--- src/rtl/cep_loop_ctrl_if.sv ---
// cep_loop_ctrl_if: bundles the frame request/config/stall inputs and the
//   loop-index, MAC-strobe and status outputs of the cepstral loop controller.
// Ports: master = requester side (drives start/cfg/hold); slave = controller.
interface cep_loop_ctrl_if #(
  parameter int CEP_WIDTH = 7,
  parameter int MEL_WIDTH = 6
);
  logic                           start;
  logic [CEP_WIDTH-1:0]           cfg_num_cep;
  logic [MEL_WIDTH-1:0]           cfg_num_mel;
  logic                           hold;
  logic [MEL_WIDTH-1:0]           mel_idx;
  logic [CEP_WIDTH-1:0]           cep_idx;
  logic [CEP_WIDTH+MEL_WIDTH-1:0] dct_addr;
  logic                           mac_en;
  logic                           mac_clr;
  logic                           coef_valid;
  logic [CEP_WIDTH-1:0]           coef_idx;
  logic                           busy;
  logic                           done;

  modport master (
    output start, cfg_num_cep, cfg_num_mel, hold,
    input  mel_idx, cep_idx, dct_addr, mac_en, mac_clr,
           coef_valid, coef_idx, busy, done
  );

  modport slave (
    input  start, cfg_num_cep, cfg_num_mel, hold,
    output mel_idx, cep_idx, dct_addr, mac_en, mac_clr,
           coef_valid, coef_idx, busy, done
  );
endinterface

--- src/rtl/cep_loop_ctrl.sv ---
// cep_loop_ctrl: DCT-stage sequencer, coefficient loop outer, mel loop inner.
// Latency: first MAC term the cycle after start; done (C+1)(M+1)+2 cycles after start.
// Backpressure: hold freezes indices and blanks mac_en; FLUSH/DONE ignore hold.
// Ports: i_clk, i_rst_n (synchronous, active-low), io_ctl (slave modport:
//   start/cfg/hold in; mel/cep indices, dct_addr, mac_en/mac_clr,
//   coef_valid/coef_idx, busy, done out).
// Option: define CEP_SKIP_C0_EN to skip coefficient 0 (energy term).
module cep_loop_ctrl #(
  parameter int CEP_WIDTH = 7,
  parameter int MEL_WIDTH = 6
) (
  input  logic             i_clk,
  input  logic             i_rst_n,
  cep_loop_ctrl_if.slave   io_ctl
);

  typedef enum logic [1:0] {ST_IDLE, ST_RUN, ST_FLUSH, ST_DONE} state_t;

  localparam logic [CEP_WIDTH-1:0] CEP_ONE = CEP_WIDTH'(1);
  localparam logic [MEL_WIDTH-1:0] MEL_ONE = MEL_WIDTH'(1);

  state_t               r_state,    w_state;
  logic [CEP_WIDTH-1:0] r_num_cep,  w_num_cep;
  logic [MEL_WIDTH-1:0] r_num_mel,  w_num_mel;
  logic [CEP_WIDTH-1:0] r_cep,      w_cep;
  logic [MEL_WIDTH-1:0] r_mel,      w_mel;
  logic                 r_mac_en,   w_mac_en;
  logic                 r_mac_clr,  w_mac_clr;
  logic                 r_coef_vld, w_coef_vld;
  logic [CEP_WIDTH-1:0] r_coef_idx, w_coef_idx;
  logic                 r_busy,     w_busy;
  logic                 r_done,     w_done;

  always_ff @(posedge i_clk) begin
    if (!i_rst_n) begin
      r_state    <= ST_IDLE;
      r_num_cep  <= '0;
      r_num_mel  <= '0;
      r_cep      <= '0;
      r_mel      <= '0;
      r_mac_en   <= 1'b0;
      r_mac_clr  <= 1'b0;
      r_coef_vld <= 1'b0;
      r_coef_idx <= '0;
      r_busy     <= 1'b0;
      r_done     <= 1'b0;
    end else begin
      r_state    <= w_state;
      r_num_cep  <= w_num_cep;
      r_num_mel  <= w_num_mel;
      r_cep      <= w_cep;
      r_mel      <= w_mel;
      r_mac_en   <= w_mac_en;
      r_mac_clr  <= w_mac_clr;
      r_coef_vld <= w_coef_vld;
      r_coef_idx <= w_coef_idx;
      r_busy     <= w_busy;
      r_done     <= w_done;
    end
  end

  // Registered outputs describe the current cycle, so every next-value below
  // is what the following cycle must show. A term shown with mac_en=1 has been
  // issued; the indices advance on the first non-held edge after it.
  always_comb begin
    w_state    = r_state;
    w_num_cep  = r_num_cep;
    w_num_mel  = r_num_mel;
    w_cep      = r_cep;
    w_mel      = r_mel;
    w_mac_en   = 1'b0;
    w_mac_clr  = 1'b0;
    w_done     = 1'b0;
    // The term just issued closes a coefficient when it was the last mel bin;
    // this is independent of hold, the MAC result is already complete.
    w_coef_vld = r_mac_en && (r_mel == r_num_mel);
    w_coef_idx = w_coef_vld ? r_cep : r_coef_idx;

    case (r_state)
      ST_IDLE: begin
        if (io_ctl.start) begin
          w_num_cep = io_ctl.cfg_num_cep;
          w_num_mel = io_ctl.cfg_num_mel;
          w_mel     = '0;
`ifdef CEP_SKIP_C0_EN
          if (io_ctl.cfg_num_cep == '0) begin
            // Nothing to compute: DONE is entered with done low and raises it
            // one cycle later.
            w_cep   = '0;
            w_state = ST_DONE;
          end else begin
            w_cep     = CEP_ONE;
            w_mac_en  = 1'b1;
            w_mac_clr = 1'b1;
            w_state   = ST_RUN;
          end
`else
          w_cep     = '0;
          w_mac_en  = 1'b1;
          w_mac_clr = 1'b1;
          w_state   = ST_RUN;
`endif
        end
      end
      ST_RUN: begin
        if (!io_ctl.hold) begin
          if (r_mel < r_num_mel) begin
            w_mel    = r_mel + MEL_ONE;
            w_mac_en = 1'b1;
          end else if (r_cep < r_num_cep) begin
            w_mel     = '0;
            w_cep     = r_cep + CEP_ONE;
            w_mac_en  = 1'b1;
            w_mac_clr = 1'b1;
          end else begin
            // Last term issued; indices keep their final values in FLUSH.
            w_state = ST_FLUSH;
          end
        end
      end
      ST_FLUSH: begin
        w_cep   = '0;
        w_mel   = '0;
        w_done  = 1'b1;
        w_state = ST_DONE;
      end
      ST_DONE: begin
        // Normally done is already high here; only the skipped-frame path
        // arrives with done low and needs a second DONE cycle.
        if (r_done) begin
          w_state = ST_IDLE;
        end else begin
          w_done = 1'b1;
        end
      end
      default: begin
        w_state = ST_IDLE;
      end
    endcase

    w_busy = (w_state == ST_RUN) || (w_state == ST_FLUSH);
  end

  assign io_ctl.mel_idx    = r_mel;
  assign io_ctl.cep_idx    = r_cep;
  assign io_ctl.dct_addr   = {r_cep, r_mel};
  assign io_ctl.mac_en     = r_mac_en;
  assign io_ctl.mac_clr    = r_mac_clr;
  assign io_ctl.coef_valid = r_coef_vld;
  assign io_ctl.coef_idx   = r_coef_idx;
  assign io_ctl.busy       = r_busy;
  assign io_ctl.done       = r_done;

endmodule

--- src/flat_wrapper.sv ---
// flat-port wrapper written by rule: the top's interface ports become plain ports
module cep_loop_ctrl_flat 
#(
  parameter int CEP_WIDTH = 7,
  parameter int MEL_WIDTH = 6
)
  (i_clk, i_rst_n, io_ctl_start, io_ctl_cfg_num_cep, io_ctl_cfg_num_mel, io_ctl_hold, io_ctl_mel_idx, io_ctl_cep_idx, io_ctl_dct_addr, io_ctl_mac_en, io_ctl_mac_clr, io_ctl_coef_valid, io_ctl_coef_idx, io_ctl_busy, io_ctl_done);
  cep_loop_ctrl_if #(.CEP_WIDTH(CEP_WIDTH), .MEL_WIDTH(MEL_WIDTH)) io_ctl_i ();
  input  logic i_clk;
  input  logic i_rst_n;
  input wire logic [$bits(io_ctl_i.start)-1:0] io_ctl_start;
  input wire logic [$bits(io_ctl_i.cfg_num_cep)-1:0] io_ctl_cfg_num_cep;
  input wire logic [$bits(io_ctl_i.cfg_num_mel)-1:0] io_ctl_cfg_num_mel;
  input wire logic [$bits(io_ctl_i.hold)-1:0] io_ctl_hold;
  output wire logic [$bits(io_ctl_i.mel_idx)-1:0] io_ctl_mel_idx;
  output wire logic [$bits(io_ctl_i.cep_idx)-1:0] io_ctl_cep_idx;
  output wire logic [$bits(io_ctl_i.dct_addr)-1:0] io_ctl_dct_addr;
  output wire logic [$bits(io_ctl_i.mac_en)-1:0] io_ctl_mac_en;
  output wire logic [$bits(io_ctl_i.mac_clr)-1:0] io_ctl_mac_clr;
  output wire logic [$bits(io_ctl_i.coef_valid)-1:0] io_ctl_coef_valid;
  output wire logic [$bits(io_ctl_i.coef_idx)-1:0] io_ctl_coef_idx;
  output wire logic [$bits(io_ctl_i.busy)-1:0] io_ctl_busy;
  output wire logic [$bits(io_ctl_i.done)-1:0] io_ctl_done;
  assign io_ctl_i.start = io_ctl_start;
  assign io_ctl_i.cfg_num_cep = io_ctl_cfg_num_cep;
  assign io_ctl_i.cfg_num_mel = io_ctl_cfg_num_mel;
  assign io_ctl_i.hold = io_ctl_hold;
  assign io_ctl_mel_idx = io_ctl_i.mel_idx;
  assign io_ctl_cep_idx = io_ctl_i.cep_idx;
  assign io_ctl_dct_addr = io_ctl_i.dct_addr;
  assign io_ctl_mac_en = io_ctl_i.mac_en;
  assign io_ctl_mac_clr = io_ctl_i.mac_clr;
  assign io_ctl_coef_valid = io_ctl_i.coef_valid;
  assign io_ctl_coef_idx = io_ctl_i.coef_idx;
  assign io_ctl_busy = io_ctl_i.busy;
  assign io_ctl_done = io_ctl_i.done;
  cep_loop_ctrl #(.CEP_WIDTH(CEP_WIDTH), .MEL_WIDTH(MEL_WIDTH)) u_core (.i_clk(i_clk), .i_rst_n(i_rst_n), .io_ctl(io_ctl_i));
endmodule
--- config.mk ---
export PLATFORM = sky130hd
export DESIGN_NAME = cep_loop_ctrl_flat
export DESIGN_NICKNAME = d
export VERILOG_FILES = /design/src/rtl/cep_loop_ctrl_if.sv /design/src/rtl/cep_loop_ctrl.sv /design/src/flat_wrapper.sv
export SDC_FILE = /design/constraint.sdc
export NUM_CORES = 1
export LEC_CHECK = 0
export CORE_MARGIN = 4
export CORE_UTILIZATION = 47
export CTS_CLUSTER_SIZE = 40
export DETAILED_ROUTE_END_ITERATION = 8
export GPL_ROUTABILITY_DRIVEN = 0
export GPL_TIMING_DRIVEN = 0
export PLACE_DENSITY = 0.79
export SYNTH_ARGS = -nofsm -noshare
export SYNTH_HDL_FRONTEND = slang
export SYNTH_SLANG_ARGS = --single-unit
--- constraint.sdc ---
create_clock -name i_clk -period 2.6 [get_ports i_clk]
set_input_delay 0.52 -clock i_clk [delete_from_list [all_inputs] [get_ports i_clk]]
set_output_delay 0.52 -clock i_clk [all_outputs]
set_load 0.02 [all_outputs]
==> flow_metrics.tcl <==
set metrics [dict create \
    p_leak_nw 1.01 \
    fin_area_um2 2670 \
    finalCriticalPeriod_ps 2190 \
    status "finished clean" \
    overflow 0 \
    met2_usage_pct 28.5 \
    drt_iter0_drc 139 \
    comb_power_share_pct 20.2 \
    drc 0 \
    rsz0062_at_grt "no" \
    clock-sinks 40 \
    finalNonFillerCells 348 \
    power_w 0.00138 \
    dieArea_um2 5290 \
    grt_usage_pct 18.0 \
    hp-class "flop to flop" \
    setup_tns_ps 0 \
    drv_slew 0 \
    drv_cap 0 \
    max_freq_ghz 0.456 \
    vias 1749 \
    yosys_warnings 0 \
    ir_drop_uv 325 \
    crit_arrival_ps 2420 \
    path_clk_slew_ps 80 \
    cp_data_required_time_ps 2830 \
    p_switching_w 0.000381 \
    cp_max_fo 10 \
    finalHoldViolations 0 \
    grt_max_degree 12 \
    firstDrtPassIters 4 \
    postRouteAntennaNets 0 \
    vias_per_cell 5.03 \
    port_buffers 54 \
    slowest_delay_ps 500 \
    grt_pass1_wl_um 7330 \
    setup_ws_ps 409 \
    seqPwrFrac_pct 47.8 \
    slowest_stage "dfxtp_1" \
    cts_tree "built" \
    use_met1_pct 23.3 \
    h-tree-depth 2 \
    root_buffer "clkbuf_8" \
    clkPwrFrac_pct 31.9 \
    final_layout_size_suffix_gt1_share_pct 10.1 \
    syn_nets 268 \
    worst_clock_skew_ps 8.77 \
    cp_top_family "compound AO/OA/AOI/OAI gates" \
    num_io_pins 55 \
    syn_area_per_cell_um2 8.30 \
    synthCells 237 \
    cp-end-kind "flop" \
    grt_pass1_vias 1602 \
    ys_ff_latch 40 \
    worst_slew_pin_slew_ps 818 \
    preCtsSetupSlack_ps 440 \
    cts-resized-gates 0 \
    crit_chain "ha_1 > a21oi_1 > o21ai_0 > a21oi_2 > o211ai_2 > buf_6 > or3_1 > a21oi_1" \
    setup_viol 0 \
    dp_hpwl_um 3300 \
    crit_top_cell "a21oi_1" \
    post_cts_buffers 0 \
    syn_area_um2 1970 \
    ys_seq_area_share_pct 40.7 \
    antenna_found_initial 0 \
    clock_path_buffers 2 \
    maxSlewHeadroom_pct 45.3 \
    dp.cells 341 \
    coreArea_um2 4030 \
    die_h_um 72.7 \
    ctsHoldBuffers 0 \
    clkLatencyLatePin_ps 290 \
    grt-busiest-layer "met2" \
    switching_share_pct 27.5 \
    drt-total-wl_um 4360 \
    rows 23 \
    critPathLaunchType "flop" \
    cts_made_buffers 5 \
    fin_nets 329 \
    most-common-layout-cells "54 x clkdlybuf4s50_1, 40 x dfxtp_1, 36 x nand2_1" \
    grt_use_met3_pct 4.82 \
    wl_per_cell_um 12.5 \
    cp_num_buf_inv 1 \
    p_int_w 0.00100 \
    dieWidth_um 72.7 \
    synth_cell_type_count 39 \
    powerDensity_nw_per_um2 519 \
    mostFrequentLayoutCell "clkdlybuf4s50_1" \
    syn_to_final_growth_pct 35.5 \
    n_antenna_cell 0 \
    start_util_pct 48.9 \
    path_class "flop to flop" \
    placed_cell_area_um2 2570 \
    post-route-period-util_pct 84.3 \
]
## state kept, by name, summed over array words and instances, names as in the netlist
register / count
u_core.io_ctl.cep_idx: 7
u_core.io_ctl.coef_idx: 7
u_core.r_num_cep: 7
u_core.io_ctl.mel_idx: 6
u_core.r_num_mel: 6
u_core.r_state: 2
u_core.io_ctl.busy: 1
u_core.io_ctl.coef_valid: 1
u_core.io_ctl.done: 1
u_core.io_ctl.mac_clr: 1
u_core.io_ctl.mac_en: 1
## cell families (layout without fill, tap and decap cells)
family / count (synthesis) / count (layout) / share of synthesized area (%)
muxes: 8 / 8 / 4.07
buffers and inverters: 36 / 97 / 9.73
and+or+nand+nor: 86 / 86 / 20.7
adders and majority gates: 14 / 14 / 8.90
AOI/OAI and AO/OA: 52 / 52 / 15.4
DFF: 40 / 40 / 40.7
xor gates and xnor gates: 1 / 1 / 0.445
## layer usage
metal | vias to the layer above | routed length [um]
met1 | 795 | 2050
li1 | 907 | -
met2 | 39 | 2030
met5 | - | 0
met3 | 8 | 199
met4 | 0 | 81
## synthesized netlist by cell type (all sizes together)
| master | instances | area share [%] |
|---|---|---|
| o21a | 1 | 0.38 |
| nand3 | 3 | 0.76 |
| xnor2 | 1 | 0.45 |
| o21bai | 2 | 0.76 |
| dfxtp | 40 | 41 |
| nor2 | 19 | 3.6 |
| inv | 16 | 3.1 |
| o311ai | 1 | 0.45 |
| ha | 14 | 8.9 |
| nor3 | 3 | 1.0 |
| nor2b | 1 | 0.32 |
| a211oi | 1 | 0.38 |
| o21ai | 13 | 3.5 |
| mux2i | 8 | 4.1 |
| a31oi | 1 | 0.32 |
| buf | 15 | 5.7 |
| clkinv | 1 | 0.19 |
| or2 | 2 | 0.64 |
| o31ai | 2 | 1.0 |
| nand2b | 3 | 1.3 |
| or4 | 1 | 0.38 |
| o2bb2ai | 1 | 0.45 |
| o211ai | 1 | 0.64 |
| a21oi | 29 | 7.6 |
| nand2 | 37 | 7.2 |
| or3 | 9 | 2.9 |
| clkbuf | 4 | 0.76 |
| nand4 | 3 | 0.95 |
| nand3b | 1 | 0.38 |
| and2 | 4 | 1.3 |
## area by class of cell
cell class | count | area (um2)
Buffer | 19 | 128
Clock buffer | 7 | 96.3
Fill cell | 354 | 1360
Inverter | 17 | 63.8
Multi-Input combinational cell | 161 | 976
Sequential cell | 40 | 801
Tap cell | 50 | 62.6
Timing Repair Buffer | 54 | 541
## worst register-to-register path, stage by stage, from the launching register on
cell      delay (ps)
dfxtp_1          500
ha_1             310
a21oi_1          160
o21ai_0          110
a21oi_2          250
o211ai_2         160
buf_6            170
or3_1            340
a21oi_1          130
## worst paths after layout
check / startpoint / to / slack (ps) / cells after the start
max reg2reg: u_core.io_ctl.cep_idx[4]$_SDFFE_PN0P_ / u_core.io_ctl.cep_idx[5]$_SDFFE_PN0P_ / 410 / 8
min: u_core.r_num_cep[3]$_SDFFE_PN0P_ / u_core.r_num_cep[3]$_SDFFE_PN0P_ / 460 / 2
max: u_core.io_ctl.cep_idx[4]$_SDFFE_PN0P_ / u_core.io_ctl.cep_idx[5]$_SDFFE_PN0P_ / 410 / 8
min reg2reg: u_core.r_num_cep[3]$_SDFFE_PN0P_ / u_core.r_num_cep[3]$_SDFFE_PN0P_ / 460 / 2
## metrics by stage
| step | util (%) | hold slack (ps) |
|---|---|---|
| 6_report | 66.2 | 456 |
| 5_1_grt | 66.2 | 477 |
| 4_1_cts | 66.2 | 457 |
| 3_5_place_dp | 63.8 | 447 |
| 3_3_place_gp | 63.8 | 443 |
| 2_1_floorplan | - | 432 |
## power by group through the flow
stage | Sequential, W | Combinational (W) | Clock (W)
final | 0.000662 | 0.000280 | 0.000442
after global routing | 0.000666 | 0.000313 | 0.000477
after CTS | 0.000662 | 0.000282 | 0.000450
after detailed placement | 0.000675 | 0.000280 | 0
after global placement | 0.000675 | 0.000276 | 0
after floorplan | 0.000685 | 0.000173 | 0
Note: power is estimated with default switching activity, not from simulation.
